--- src/rtl/present_seq_pkg.sv ---
// present_seq_pkg: shared constants for the PRESENT LA sequencer.
// It holds the register addresses, the LA bit indices, the FSM states and the STATUS bit positions.
package present_seq_pkg;
    localparam logic [2:0] ADDR_KEY0   = 3'd0;
    localparam logic [2:0] ADDR_KEY1   = 3'd1;
    localparam logic [2:0] ADDR_KEY2   = 3'd2;
    localparam logic [2:0] ADDR_PT0    = 3'd3;
    localparam logic [2:0] ADDR_PT1    = 3'd4;
    localparam logic [2:0] ADDR_CT0    = 3'd5;
    localparam logic [2:0] ADDR_CT1    = 3'd6;
    localparam logic [2:0] ADDR_STATUS = 3'd7;

    localparam int LA_WR    = 35;
    localparam int LA_START = 36;
    localparam int LA_CLR   = 37;
    localparam int LA_DEC   = 38;

    localparam int ST_BUSY = 0;
    localparam int ST_DONE = 1;
    localparam int ST_OVR  = 2;
    localparam int ST_TO   = 3;

    typedef enum logic [1:0] {IDLE, LAUNCH, BUSY, CAPTURE} seq_state_e;
endpackage

--- src/rtl/la_sync_edge.sv ---
// la_sync_edge: two-flop synchronizer on W bits.
// A third stage on the EW bits starting at EL gives rising-edge detection.
module la_sync_edge #(
    parameter int W  = 39,
    parameter int EL = 35,
    parameter int EW = 3
) (
    input  logic          clk,
    input  logic          rst_n,
    input  logic [W-1:0]  d_i,
    output logic [W-1:0]  sync_o,
    output logic [EW-1:0] rise_o
);
    logic [W-1:0]  s1_q, s2_q;
    logic [EW-1:0] s3_q;

    always_ff @(posedge clk or negedge rst_n) begin
        if (!rst_n) begin
            s1_q <= '0;
            s2_q <= '0;
            s3_q <= '0;
        end else begin
            s1_q <= d_i;
            s2_q <= s1_q;
            s3_q <= s2_q[EL +: EW];
        end
    end

    assign sync_o = s2_q;
    assign rise_o = s2_q[EL +: EW] & ~s3_q;
endmodule

--- src/rtl/present_la_sequencer.sv ---
// present_la_sequencer: drives the PRESENT-80 core from the LA command bus.
// Defining PRESENT_SEQ_TIMEOUT_EN enables a BUSY watchdog of TIMEOUT_CYCLES cycles.
module present_la_sequencer
    import present_seq_pkg::*;
#(
    parameter int CNT_W = 16
`ifdef PRESENT_SEQ_TIMEOUT_EN
    ,
    parameter int TIMEOUT_CYCLES = 64
`endif
) (
    input  logic        wb_clk_i,
    input  logic        wb_rst_ni,
    input  logic [38:0] la_data_in,
    output logic [31:0] la_data_out,
    output logic [79:0] core_key,
    output logic [63:0] core_pt,
    output logic        core_dec,
    output logic        core_start,
    input  logic        core_done,
    input  logic [63:0] core_ct,
    output logic        irq
);
    logic [38:0]      la_s2;
    logic [2:0]       la_rise;
    logic [2:0]       unused_strb;
    logic             wr_e, start_e, clr_e;
    logic [2:0]       addr;
    logic [31:0]      wdata, status;
    seq_state_e       state_q, state_d;
    logic [79:0]      key_q, key_d;
    logic [63:0]      pt_q, pt_d, ct_q, ct_d;
    logic             dec_q, dec_d, done_q, done_d, ovr_q, ovr_d, irq_q, irq_d;
    logic [7:0]       cnt_q, cnt_d;
    logic [CNT_W-1:0] lat_q, lat_d;
    logic [31:0]      rd_q, rd_d;
`ifdef PRESENT_SEQ_TIMEOUT_EN
    logic             to_q, to_d;
`endif

    la_sync_edge #(.W(39), .EL(LA_WR), .EW(3)) u_sync (
        .clk    (wb_clk_i),
        .rst_n  (wb_rst_ni),
        .d_i    (la_data_in),
        .sync_o (la_s2),
        .rise_o (la_rise)
    );

    assign wr_e        = la_rise[0];
    assign start_e     = la_rise[LA_START - LA_WR];
    assign clr_e       = la_rise[LA_CLR - LA_WR];
    assign addr        = la_s2[34:32];
    assign wdata       = la_s2[31:0];
    assign unused_strb = la_s2[LA_CLR:LA_WR];

    always_comb begin
        status = '0;
        status[ST_BUSY] = state_q != IDLE;
        status[ST_DONE] = done_q;
        status[ST_OVR] = ovr_q;
`ifdef PRESENT_SEQ_TIMEOUT_EN
        status[ST_TO] = to_q;
`endif
        status[15:8] = cnt_q;
        status[31:16] = 16'(lat_q);
    end

    always_comb begin
        case (addr)
            ADDR_KEY0: rd_d = key_q[31:0];
            ADDR_KEY1: rd_d = key_q[63:32];
            ADDR_KEY2: rd_d = {16'h0, key_q[79:64]};
            ADDR_PT0:  rd_d = pt_q[31:0];
            ADDR_PT1:  rd_d = pt_q[63:32];
            ADDR_CT0:  rd_d = ct_q[31:0];
            ADDR_CT1:  rd_d = ct_q[63:32];
            default:   rd_d = status;
        endcase
    end

    always_comb begin
        state_d = state_q;
        key_d = key_q;
        pt_d = pt_q;
        ct_d = ct_q;
        dec_d = dec_q;
        done_d = done_q;
        ovr_d = ovr_q;
        irq_d = irq_q;
        cnt_d = cnt_q;
        lat_d = lat_q;
`ifdef PRESENT_SEQ_TIMEOUT_EN
        to_d = to_q;
`endif
        // Clear is applied first so a completion in the same cycle still raises irq.
        if (clr_e) begin
            done_d = 1'b0;
            ovr_d = 1'b0;
            irq_d = 1'b0;
`ifdef PRESENT_SEQ_TIMEOUT_EN
            to_d = 1'b0;
`endif
        end
        if (wr_e && addr <= ADDR_PT1) begin
            if (state_q != IDLE) ovr_d = 1'b1;
            else begin
                case (addr)
                    ADDR_KEY0: key_d[31:0] = wdata;
                    ADDR_KEY1: key_d[63:32] = wdata;
                    ADDR_KEY2: key_d[79:64] = wdata[15:0];
                    ADDR_PT0:  pt_d[31:0] = wdata;
                    default:   pt_d[63:32] = wdata;
                endcase
            end
        end
        if (start_e && state_q != IDLE) ovr_d = 1'b1;
        case (state_q)
            IDLE: if (start_e) begin
                state_d = LAUNCH;
                dec_d = la_s2[LA_DEC];
                done_d = 1'b0;
            end
            LAUNCH: begin
                lat_d = '0;
                state_d = BUSY;
            end
            BUSY: begin
                lat_d = (&lat_q) ? lat_q : lat_q + 1'b1;
                if (core_done) begin
                    ct_d = core_ct;
                    state_d = CAPTURE;
                end
`ifdef PRESENT_SEQ_TIMEOUT_EN
                else if (lat_q == CNT_W'(TIMEOUT_CYCLES - 1)) begin
                    to_d = 1'b1;
                    irq_d = 1'b1;
                    state_d = IDLE;
                end
`endif
            end
            CAPTURE: begin
                done_d = 1'b1;
                irq_d = 1'b1;
                cnt_d = cnt_q + 8'd1;
                state_d = IDLE;
            end
        endcase
    end

    always_ff @(posedge wb_clk_i or negedge wb_rst_ni) begin
        if (!wb_rst_ni) begin
            state_q <= IDLE;
            key_q <= '0;
            pt_q <= '0;
            ct_q <= '0;
            dec_q <= 1'b0;
            done_q <= 1'b0;
            ovr_q <= 1'b0;
            irq_q <= 1'b0;
            cnt_q <= '0;
            lat_q <= '0;
            rd_q <= '0;
`ifdef PRESENT_SEQ_TIMEOUT_EN
            to_q <= 1'b0;
`endif
        end else begin
            state_q <= state_d;
            key_q <= key_d;
            pt_q <= pt_d;
            ct_q <= ct_d;
            dec_q <= dec_d;
            done_q <= done_d;
            ovr_q <= ovr_d;
            irq_q <= irq_d;
            cnt_q <= cnt_d;
            lat_q <= lat_d;
            rd_q <= rd_d;
`ifdef PRESENT_SEQ_TIMEOUT_EN
            to_q <= to_d;
`endif
        end
    end

    assign la_data_out = rd_q;
    assign core_key = key_q;
    assign core_pt = pt_q;
    assign core_dec = dec_q;
    assign core_start = state_q == LAUNCH;
    assign irq = irq_q;
endmodule

--- config.mk ---
export PLATFORM = sky130hd
export DESIGN_NAME = present_la_sequencer
export DESIGN_NICKNAME = d
export VERILOG_FILES = /design/src/rtl/present_seq_pkg.sv /design/src/rtl/la_sync_edge.sv /design/src/rtl/present_la_sequencer.sv
export SDC_FILE = /design/constraint.sdc
export NUM_CORES = 1
export LEC_CHECK = 0
export CAP_MARGIN = 20
export CELL_PAD_IN_SITES_DETAIL_PLACEMENT = 1
export CELL_PAD_IN_SITES_GLOBAL_PLACEMENT = 2
export CORE_MARGIN = 4
export CORE_UTILIZATION = 32
export CTS_CLUSTER_SIZE = 16
export DETAILED_ROUTE_END_ITERATION = 10
export PLACE_DENSITY_LB_ADDON = 0.1
export SLEW_MARGIN = 15
export SYNTH_ARGS = -nofsm -noshare
export SYNTH_HDL_FRONTEND = slang
export SYNTH_SLANG_ARGS = --single-unit
--- constraint.sdc ---
create_clock -name wb_clk_i -period 1.8 [get_ports wb_clk_i]
set_input_delay 0.36 -clock wb_clk_i [delete_from_list [all_inputs] [get_ports wb_clk_i]]
set_output_delay 0.36 -clock wb_clk_i [all_outputs]
set_load 0.05 [all_outputs]
# After elaboration in Yosys (flattened, before gate mapping)

Cells that the tools add are included.

Flip-flop bits (word level): 351
Input bits: 106
Output and inout bits: 179
Word-level logic and storage cells: 69

Add/sub/neg operators: 2
$lt $le $gt $ge: 1
Equal/unequal tests: 12
Muxes and demuxes: 15
Bitwise operators: 4
Reduce and logical (&&, ||, !) cells: 18

Operators with widths:

| kind                                                                   | count |
|---|---|
| 32-bit case mux with 7 select lines                                    | 1 |
| 16-bit case mux with 2 select lines                                    | 1 |
| 16-bit by 1-bit adder with 16-bit output (second input constant)       | 1 |
| 16-bit 2-to-1 mux                                                      | 1 |
| 16-bit AND reduction                                                   | 1 |
| 3-bit AND reduction                                                    | 5 |
| 3-bit equality test (second input constant)                            | 3 |
| 8-bit by 1-bit adder with 8-bit output (second input constant)         | 1 |
| 1-bit 2-to-1 mux                                                       | 8 |
| 2-bit case mux with 4 select lines                                     | 1 |
| 2-bit AND reduction                                                    | 4 |
| 3-bit by 2-bit equality test with 1-bit output (second input constant) | 2 |
| 2-bit inequality test (second input constant)                          | 3 |
| 2-bit nonzero test                                                     | 3 |
| 2-bit equality test (second input constant)                            | 2 |
| 2-bit 2-to-1 mux                                                       | 2 |
| 4-bit OR reduction                                                     | 1 |
| 3-bit bitwise AND                                                      | 1 |
| 3-bit by 1-bit equality test with 1-bit output (second input constant) | 1 |
| 3-bit <= comparator (second input constant)                            | 1 |
| 3-bit logical NOT                                                      | 1 |
| 3-bit NOT                                                              | 1 |
| 2-bit by 1-bit equality test with 1-bit output (second input constant) | 1 |
| 1-bit logical AND                                                      | 2 |
| 3 further kinds                                                        | 4 |

# Longest topological paths before layout

Gate-level depths: netlist of the first run.

Word-level depth: 6
Gate-level depth with buffers: 8
Depth with buffers taken out: 6

# By module

From an unflattened synthesis of the first run, not the netlist that was laid out.

Cells, all modules: 1,004
Area, all modules: 14,341.3 µm²

Modules (own cells, without submodules):

| module               | instances | cells an instance | area each (µm²) | sequential area each (µm²) |
|---|---|---|---|---|
| present_la_sequencer | 1         | 920               | 12,273.0        | 6,756.5 |
| la_sync_edge         | 1         | 84                | 2,068.2         | 2,026.9 |

# Worst setup path after synthesis of the first run

OpenSTA, ideal clock, no wires.

Path kind: register -> register
From: register state_q[0]
To: register pt_q[10], in the netlist core_pt[10]
Arrival: 1.822 ns
Required time: 1.675 ns
Setup slack: -0.147 ns
Stages on the path, launching flop included: 9
Path buffers: 2
Clock period less this slack: 1.947 ns
Path through: dfrtp_1 inv_1 ha_1 nand3b_1 nor2_1 and3_1 clkbuf_1 buf_4 mux2_2

Cells in the longest elaborated chain, start to end: 3

RTL lines:

| what                                 | line                        | source |
|---|---|---|
| from (decl)                          | present_la_sequencer.sv:30  | `seq_state_e state_q, state_d;` |
| from (signal assigned)               | present_la_sequencer.sv:167 | `state_q <= state_d;` |
| 2-bit nonzero test                   | present_la_sequencer.sv:105 | `if (state_q != IDLE) ovr_d = 1'b1;` |
| 1-bit NOT (no source line)           | --                          |  |
| 3-bit AND reduction (no source line) | --                          |  |
| to (signal assigned)                 | present_la_sequencer.sv:169 | `pt_q <= pt_d;` |
| to (decl)                            | present_la_sequencer.sv:32  | `logic [63:0] pt_q, pt_d, ct_q, ct_d;` |

No other way between the ends.
A chain may end at the register's enable or synchronous reset.

# Worst setup path after layout of the first run

From: register state_q[1]
To: register pt_q[62], in the netlist core_pt[62]

The elaborated chain is that of the path after synthesis.

==> metrics.txt, run 1 <==
outcome=finished, violations left; failing checks=setup timing; Final Cycle Share=107%; drt drc=0; register area share after synthesis=62.8%; number of buffers created by CTS=41; placement row count=76; crit path time final=1920 ps; max-cap violations=0; first-pass GRT wire length=68000 um; Hold Path Class=primary input to register; largest net degree at the start of global routing=48; Hold EP=u_sync.s1_q[26]; fill count=~4400; predominant post-synthesis flop cell=dfrtp_1; routability-driven placement congestion ratio=0.761; initial drt markers=about 410; sequential power share=34.9%; clock network power share=22.5%; Logic pwr share=42.6%; Util after Layout=46.4%; clk_lat worst skew=approximately 560 ps; placed cells=1829; share of cells above drive strength 1=between 40 and 50%; Pwr Density=1780 mW/mm2; reg2reg setup slack=-120 ps; synthesized cell area=0.0140 mm2; Core Area=0.0432 mm2; EDFF count, synth=0; worst relative slew slack=about two thirds; Final nets=between 1000 and 1500; cell internal pwr=around 0.021 W; via count=9291; GRT Total Usage=a little under a fifth; crit-path max FO=6; Clock Path Buffers=3; setup_tns=-6890 ps; Yosys warning count=0; hold depth=1; H-tree depth=2; Die ar.=0.0472 mm2; Critical Path Start Type=register; leakage power=approximately 9.4 nW; CTS Root Cell=clkbuf_16; switch share=between 30% and 40%; Antenna Violating Nets Remaining=0; DR vias/cell=about 4.8; fin cells=1924; reg2reg path depth=9; Slew Limit Fails=0; area share of the leading cell type in the synthesized netlist=roughly 63%; Detailed Routing Iterations Pass 1=4; initial antenna violation count=4; WL final=46500 um; Post-Synthesis Cells=925; # diodes=0; RR Startpoint=state_q[1]; leading post-synthesis cells by cell area=dfrtp_1, mux2_2, mux4_2, mux2i_1, a21oi_1; most frequent cells in the layout=dfrtp_1, buf_4, mux2_2, clkdlybuf4s50_1, mux2_4; Syn-to-layout area delta=43.1%; CTS clock-pin slew for the worst setup and hold paths=60 ps; Die Wd=217 um; #FFs+latches synth=351; critical path capture point type=register; final setup vio count=133; Final Hold Viols=0; syn_area_per_cell=between 15 and 20 um2; Max Clock Freq=520 MHz; PortBufs=284; Final WS setup=-124 ps; RSZ-0062 raised after global routing=true; most common cell after layout, fill and taps aside=dfrtp_1; die height=217 um; Crit path arrival time=about 2400 ps; gr ovfl total=0; hold_sp=la_data_in[26]; post-synth top area cell=dfrtp_1; Final HPWL DP=30800 um; Critical Path RT=2220 ps; fraction of registers with async set/reset=100%; # IOs=about 290; Setup Skew=about 23 ps; pre-CTS WS=-50.2 ps; Synth cell types=54; Final Power=roughly 0.036 W; clk sinks=around 350; Initial Utilization=32.4%; Peak VDD IR=1.10 mV; Critical R2R Capture=core_pt[62]; Post-Syn Nets=between 1000 and 1500; Psw=0.0142 W; critical path type=register to register; vias in the first global route=10300; CTS tree=done; WL/cell=24.2 um; Slew @ Worst Pin=505 ps
-- layout make-up --
type	instances	area (um2)	area share (%)
clock buffer	58	1160	5.79
inverter	9	33.8	0.169
clock inverter	12	118	0.587
multi-input combinational	517	5410	27.0
sequential	351	8800	43.9
tap	585	732	3.65
timing repair buffer	392	3780	18.9
-- kinds of logic (layout without fill, tap and decap cells) --
| group | after synthesis | in the layout | synth area share [%] |
|---|---|---|---|
| adder cells (fa/ha/maj) | 7 | 7 | 0.626 |
| XOR/XNOR | 7 | 7 | 0.438 |
| buffers and inverters | 58 | 471 | 2.04 |
| flip-flops | 351 | 351 | 62.8 |
| AND/OR/NAND/NOR | 115 | 116 | 4.32 |
| multiplexers | 290 | 290 | 25.3 |
| AO/OA/AOI/OAI | 97 | 97 | 4.50 |
-- metal layers --
metal | GRT usage [%] | share of wire, % | vias up
li1 | - | - | 4146
met1 | 25.2 | 44 | 4880
met2 | 31.3 | 49 | 192
met3 | 4.71 | 5.2 | 65
met4 | 5.00 | 1.8 | 8
met5 | 0 | 0.088 | -
-- what timing repair did --
action	CTS	global route
pin swaps	3	7
endpoints found under the setup margin	70	181
resized for setup	64	62
buffers inserted	6	9
endpoints found under the hold margin	33	0
cloned	3	9
hold buffers	1	0
-- synth_stat cells, types with 2 or more instances --
cell        n
a21o_1      2
a21oi_1    32
a221oi_1    2
a22o_1      7
a22oi_1     6
a311oi_1    2
a31oi_1    10
and3_1      4
buf_1       2
buf_2      26
buf_4       5
buf_6       2
clkbuf_1   13
dfrtp_1   351
ha_1        7
inv_1       9
mux2_1      2
mux2_2    232
mux2i_1    28
mux4_2     28
nand2_1    30
nand2b_1    3
nand3_1     9
nand3b_1    2
nand4_1     5
nor2_1     30
nor2_2      2
nor2b_1    11
nor3_1      5
nor4_1      5
o211ai_1    3
o21ai_0    15
o221ai_1    5
o22a_1      4
o22ai_1     2
xnor2_1     4
xor2_1      3
-- per-stage QoR --
step                      cell area [um2]  hold slack (ps)
after global routing                20000              213
after CTS                           19600              195
after floorplan                     14000             64.4
final                               20000              237
after detailed placement            17900              336
after global placement              17900              332
-- sequential cells by signal, indices dropped and copies added, names as in the netlist --
register       cells
ct_q              64
core_dec           1
core_key          80
la_data_out       32
irq                1
u_sync.s3_q        3
lat_q             16
core_pt           64
done_q             1
u_sync.sync_o     39
u_sync.s1_q       39
ovr_q              1
state_q            2
cnt_q              8
-- worst max-delay path, cell delays in order, from the launching register on --
cell and delay (ps):
dfrtp_1 400, inv_2 70, buf_6 100, ha_4 130, nand3b_1 120, buf_4 170
nor2_4 120, buf_12 170, clkbuf_16 190, mux2_4 300
-- how the worst max path moves through the flow --
stage,cells past startpoint,to,slack [ps],startpoint
floorplan,8,core_pt[10],20,state_q[0]
global placement,4,core_key[79],-60,u_sync.sync_o[32]
detailed placement,4,core_key[69],-50,u_sync.sync_o[32]
CTS,9,core_pt[11],-110,state_q[1]
global route,9,core_pt[57],-160,state_q[1]
finish,9,core_pt[62],-120,state_q[1]
-- power by group through the flow --
stage,Sequential [W],Clock [W],Combinational [W]
after floorplan,0.0176,0,0.00388
after global placement,0.0125,0,0.0142
after detailed placement,0.0125,0,0.0143
after CTS,0.0124,0.00834,0.0148
after global routing,0.0129,0.00866,0.0159
final,0.0125,0.00805,0.0152
(Power assumes the default switching activity.)
==> run 2, diff against run 1 <==
CORE_UTILIZATION = 40   (was 32)
DONT_BUFFER_PORTS = 1   (was not set)
SLEW_MARGIN = 5   (was 15)
==> run 2 against run 1 <==
The run ends with hold timing, setup timing left. Non-clock buffer count down 98. Combinational power down 23%. Count of clock-buffer cells in the layout up 6.
==> metrics.txt, run 2 (synthesized netlist as in run 1, its figures left out) <==
initial antenna violation count=2 (-2); Slew Limit Fails=0 (unchanged); critical path capture point type=register; share of cells above drive strength 1=43.9% (-3.9 points); Slew @ Worst Pin=582 ps (+77.6 ps); fill count=3245 (-26%); Setup crit end=core_pt[56]; Final Power=0.0341 W (-4.4%); crit-path max FO=6 (unchanged); Antenna Violating Nets Remaining=0 (unchanged); RR Startpoint=state_q[0]; PortBufs=0 (-100%); RSZ-0062 raised after global routing=true; # IOs=285 (unchanged); Crit path arrival time=2260 ps (-90 ps); Die ar.=0.0381 mm2 (-19%); Clock Path Buffers=3 (unchanged); GRT Total Usage=21.7% (+2.8 points); reg2reg path depth=8 (-1); routability-driven placement congestion ratio=0.823 (+8.1%); Hold Buf Count CTS=103 (+102); Hold Path Class=primary input to asynchronous set/reset pin; CTS Root Cell=clkbuf_16; leakage power=8.70 nW (-7.0%); H-tree depth=2 (unchanged); worst hold slack=-484 ps (-721 ps); initial drt markers=362 (-12%); Core Area=0.0345 mm2 (-20%); max-cap violations=0 (unchanged); gr ovfl total=0 (unchanged); max FFs per register=80 (unchanged); Critical R2R Capture=core_pt[56]; most frequent cells in the layout=dfrtp_1, mux2_2, buf_4, dlygate4sd3_1, mux2_4; Max Clock Freq=544 MHz (+4.7%); # diodes=0 (unchanged); via count=8949 (-3.7%); outcome=finished, violations left; first-pass GRT wire length=64400 um (-5.3%); clk sinks=351 (unchanged); Critical Path Start Type=register; Final Cycle Share=102% (-4.8 points); Detailed Routing Iterations Pass 1=4 (unchanged); crit path time final=1840 ps (-86.4 ps); worst relative slew slack=61.2% (-5.0 points); placement row count=68 (-11%); Pwr Density=1810 mW/mm2 (+1.3%); Final HPWL DP=27800 um (-9.9%); Die Wd=195 um (-10%); Peak VDD IR=1.30 mV (+19%); drt drc=0 (unchanged); reg2reg setup slack=-40 ps (+90 ps); Final Hold Viols=351 (+351); crit path cell chain=inv_2, ha_4, nand3b_1, buf_4, nor2_4, buf_8, buf_12, mux2_2; die height=195 um (-10%); failing checks=hold timing, setup timing; WL final=43300 um (-6.9%); DR vias/cell=5.28 (+9.4%); final setup vio count=49 (-63%); clk_lat worst skew=550 ps (about the same); Worst Setup SP=state_q[0]; WL/cell=25.6 um (+5.8%); Syn-to-layout area delta=34.9%; number of buffers created by CTS=40 (-2.4%); crit path max-delay cell type=dfrtp_1; Final WS setup=-37.9 ps (+86.4 ps); critical path type=register to register; CTS clock-pin slew for the worst setup and hold paths=60 ps (about the same); Setup Skew=20.8 ps (-1.79 ps); Critical Path RT=2220 ps (about the same); most common cell after layout, fill and taps aside=dfrtp_1; CTS tree=done; max incr delay on CP=400 ps (about the same); Initial Utilization=40.5% (+8.1 points); vias in the first global route=10300 (-0.13%); largest net degree at the start of global routing=352 (+630%); Final nets=1325 (-7.0%)
==> run 2: cell types whose count changed in the layout (fill, tap and decap cells not counted), moves of 6 or more <==
cell,delta
clkdlybuf4s50_1,-104
dlygate4sd3_1,+102
buf_4,-83
mux2_4,-37
mux2_2,+35
buf_12,-15
clkbuf_8,+8
clkinv_2,-6
==> run 2: critical path, delay by kind of cell (launching register included) <==
family / cells / cell delay [ps]
AND/OR/NAND/NOR: 2 / 230
flip-flops: 1 / 400
multiplexers: 1 / 340
adder cells (fa/ha/maj): 1 / 150
buffers and inverters: 4 / 580
==> run 2: stage by stage <==
stage | instances | utilization (%) | area (um2) | setup TNS (ps) | worst slack (ps)
4_1_cts | 1681 | 53.1 | 18300 | -439 | -37.4
5_1_grt | 1694 | 54.7 | 18900 | -9540 | -119
2_1_floorplan | 925 | - | 14000 | 0 | 16.1
3_3_place_gp | 1507 | 46.0 | 15900 | -9.01 | -2.03
6_report | 1694 | 54.7 | 18900 | -942 | -37.9
3_5_place_dp | 1507 | 46.0 | 15900 | -991 | -59.7
==> run 2: worst min path at each step <==
stage	slack, ps	cells past startpoint	endpoint
6_report	-480	0	core_key[19]
5_1_grt	-520	0	ct_q[19]
4_1_cts	-520	0	ct_q[45]
3_5_place_dp	70	0	core_key[19]
3_3_place_gp	80	0	ct_q[45]
2_1_floorplan	60	0	cnt_q[0]
==> run 2: layer usage <==
layer | routed length [um] | track usage [%]
met4 | 945 | 5.79
met3 | 3020 | 6.54
met5 | 13 | 0
met2 | 22000 | 38.1
met1 | 17300 | 26.3
==> run 2: cell type report <==
type	count	area [um2]	share of cell area, %
clock inverter	5	57.6	0.305
timing repair buffer	294	2900	15.4
tap	455	569	3.01
clock buffer	64	1260	6.69
multi-input combinational	516	5260	27.9
sequential	351	8800	46.6
inverter	9	33.8	0.179
==> run 2: report_power, final <==
part | switching (W) | internal, W | total [W]
combinational | 0.00671 | 0.00503 | 0.0117
sequential | 0.00387 | 0.0104 | 0.0143
clock | 0.00316 | 0.00492 | 0.00808
total | 0.0137 | 0.0204 | 0.0341
==> run 2: repair_timing <==
| item | CTS | global route |
|---|---|---|
| buffers inserted | 2 | 4 |
| cloned | 0 | 9 |
| endpoints found under the hold margin | 454 | 351 |
| pin swaps | 0 | 5 |
| gates resized for setup | 22 | 70 |
| setup endpoints to repair | 62 | 179 |
==> run 3, diff against run 2 <==
CORE_UTILIZATION = 39   (was 40)
SKIP_CTS_REPAIR_TIMING = 1   (was not set)
SYNTH_HIERARCHICAL = 1   (was not set)
==> run 3 against run 2 <==
The flow still finishes with violations (hold timing, setup timing). Count of clock-buffer cells in the layout shrank 7. Sequential share of layout area grew 0.89 points. Core utilization shrank 3.1 points. Fmax grew 1.1%. Area after synthesis grew 2.5%. Sequential power grew 6%. Critical path type is now register to output pin. Critical endpoint is now core_start.
==> metrics.txt, run 3 <==
post-synth top area cell=dfrtp_1; fin area=0.0185 mm2 (-1.9%); Critical Path RT=1440 ps (-780 ps); most common cell in the netlist=dfrtp_1; register area share after synthesis=61.2% (-1.5 points); vias in the first global route=9894 (-4.2%); Setup Skew=21.3 ps (+0.479 ps); critical path type=register to output pin; crit-path max FO=3 (-3); Pwr Density=1810 mW/mm2 (+0.34%); Die Wd=200 um (+2.4%); clock network power share=24.1% (+0.4 points); Final Hold Viols=351 (unchanged); Peak VDD IR=1.30 mV (about the same); PortBufs=0 (unchanged); Final HPWL DP=30100 um (+8.1%); area share of the leading cell type in the synthesized netlist=61.2% (-1.5 points); kind of cell adding the most delay to the critical path=flip-flops; CTS Root Cell=clkbuf_16; WL final=44700 um (+3.1%); syn_area_per_cell=14.3 um2 (-5.6%); H-tree depth=2 (unchanged); fraction of registers with async set/reset=100% (unchanged); Post-synth top cells=dfrtp_1, mux2_2, a21oi_1, nor2_1, nand2_1; CP Buf/Inv Count=3 (-1); Detailed Routing Iterations Pass 1=4 (unchanged); clk_lat worst skew=560 ps (about the same); cell internal pwr=0.0195 W (-4.1%); predominant post-synthesis flop cell=dfrtp_1; max FFs per register=80 (unchanged); Final WS setup=-18.4 ps (+19.4 ps); Critical Path Start Type=register; most common cell after layout, fill and taps aside=dfrtp_1; leading post-synthesis cells by cell area=dfrtp_1, mux2_2, mux4_2, a21oi_1, nor2_1; Slew Limit Fails=0 (unchanged); Post-Syn Nets=1117 (+7.6%); worst relative slew slack=52.1% (-9.1 points); max-cap violations=0 (unchanged); Initial Utilization=39.9% (-0.59 points); CTS tree=done; clk sinks=351 (unchanged); crit path max-delay cell type=dfrtp_1; Final nets=1375 (+3.8%); Hold Path Class=primary input to asynchronous set/reset pin; Yosys warning count=6 (+6); Crit path arrival time=1460 ps (-800 ps); CTS clock-pin slew for the worst setup and hold paths=50 ps (about the same); Util after Layout=51.6% (-3.1 points); most frequent cells in the layout=dfrtp_1, mux2_2, buf_4, dlygate4sd3_1, a21oi_1; critical path capture point type=output pin; crit path cell chain=inv_2, buf_6, ha_4, buf_12; gr ovfl total=0 (unchanged); sequential power share=45.1% (+3.2 points); Syn-to-layout area delta=29.2%; initial antenna violation count=3 (+1); initial drt markers=430 (+19%); GRT Total Usage=21.9% (+0.12 points); #FFs+latches synth=351 (unchanged); Max Clock Freq=550 MHz (+1.1%); Clock Path Buffers=3 (unchanged); routability-driven placement congestion ratio=0.799 (-2.8%); first-pass GRT wire length=65500 um (+1.7%); placement row count=69 (+1.5%); synthesized cell area=0.0143 mm2 (+2.5%); share of cells above drive strength 1=38.3% (-5.6 points); worst hold slack=-487 ps (-2.78 ps); number of buffers created by CTS=40 (unchanged); Final Cycle Share=101% (-1.1 points); WL/cell=25.5 um (-0.49%); reg2reg setup slack=10 ps (+50 ps); final setup vio count=1 (-98%); Logic pwr share=30.9% (-3.5 points); failing checks=hold timing, setup timing; max incr delay on CP=400 ps (about the same); RSZ-0062 raised after global routing=true; via count=9397 (+5.0%); Post-Synthesis Cells=1004 (+8.5%); switch share=41.8% (+1.6 points); Placement Cell Area=0.0160 mm2 (+0.58%); DR vias/cell=5.35 (+1.4%); EDFF count, synth=0 (unchanged); Core Area=0.0359 mm2 (+4.0%); drt drc=0 (unchanged); die height=200 um (+2.4%); Antenna Violating Nets Remaining=0 (unchanged); outcome=finished, violations left; Synth cell types=73 (+35%); Psw=0.0140 W (+2.2%); Die ar.=0.0399 mm2 (+4.9%); leakage power=8.41 nW (-3.4%); crit path time final=1820 ps (-19.4 ps); Slew @ Worst Pin=718 ps (+136 ps); largest net degree at the start of global routing=352 (unchanged); # IOs=285 (unchanged)
[run 3: layout make-up]
| cell class | count | area [um2] |
|---|---|---|
| timing repair buffer | 274 | 2550 |
| fill | 3515 | 17400 |
| inverter | 12 | 47.5 |
| multi-input combinational | 583 | 5240 |
| tap | 461 | 577 |
| clock inverter | 15 | 125 |
| sequential | 351 | 8790 |
| antenna | 2 | 5.00 |
| clock buffer | 57 | 1190 |
[run 3: cells by family after synthesis]
kind of cell	count (synthesis)	share of synthesized area [%]
AND/OR/NAND/NOR	168	6.79
XOR/XNOR	7	0.428
multiplexers	251	20.8
buffers and inverters	70	3.14
flip-flops	351	61.2
adder cells (fa/ha/maj)	7	0.611
AO/OA/AOI/OAI	150	7.01
[run 3: power by group through the flow]
stage	logic [W]	clock network (W)	registers, W
2_1_floorplan	0.00384	0	0.0177
3_3_place_gp	0.00980	0	0.0152
3_5_place_dp	0.00998	0	0.0153
4_1_cts	0.0100	0.00836	0.0152
5_1_grt	0.0110	0.00872	0.0155
6_report	0.0104	0.00808	0.0151
[run 3: metal layers]
layer,up-vias,global-route usage (%),routed length [um]
li1,4177,-,-
met1,4890,28.7,19000
met2,267,34.5,21200
met3,61,7.85,3550
met4,2,6.47,862
met5,-,0,13
[run 3: worst paths after layout]
check	depth (start not counted)	endpoint	start
worst min register to register	0	u_sync/sync_o[9]	u_sync/s1_q[9]
worst max register to register	6	core_key[30]	state_q[1]
worst min-delay path	0	ct_q[47]	wb_rst_ni
min in group wb_clk_i	4	state_q[1]	core_done
worst max-delay path	4	core_start	state_q[1]
max in group asynchronous	0	u_sync/sync_o[32]	wb_rst_ni
[run 3: through the flow]
| step | hold WS [ps] | instances | worst slack [ps] | setup TNS, ps | total power, W |
|---|---|---|---|---|---|
| 6_report | -487 | 1755 | -18.4 | -18.4 | 0.0336 |
| 5_1_grt | -526 | 1755 | -78.7 | -177 | 0.0353 |
| 4_1_cts | -532 | 1643 | -281 | -328 | 0.0336 |
| 3_5_place_dp | 75.0 | 1571 | 6.97 | 0 | 0.0253 |
| 3_3_place_gp | 72.5 | 1571 | -39.3 | -39.3 | 0.0250 |
| 2_1_floorplan | 64.4 | 1004 | -32.4 | -337 | 0.0216 |
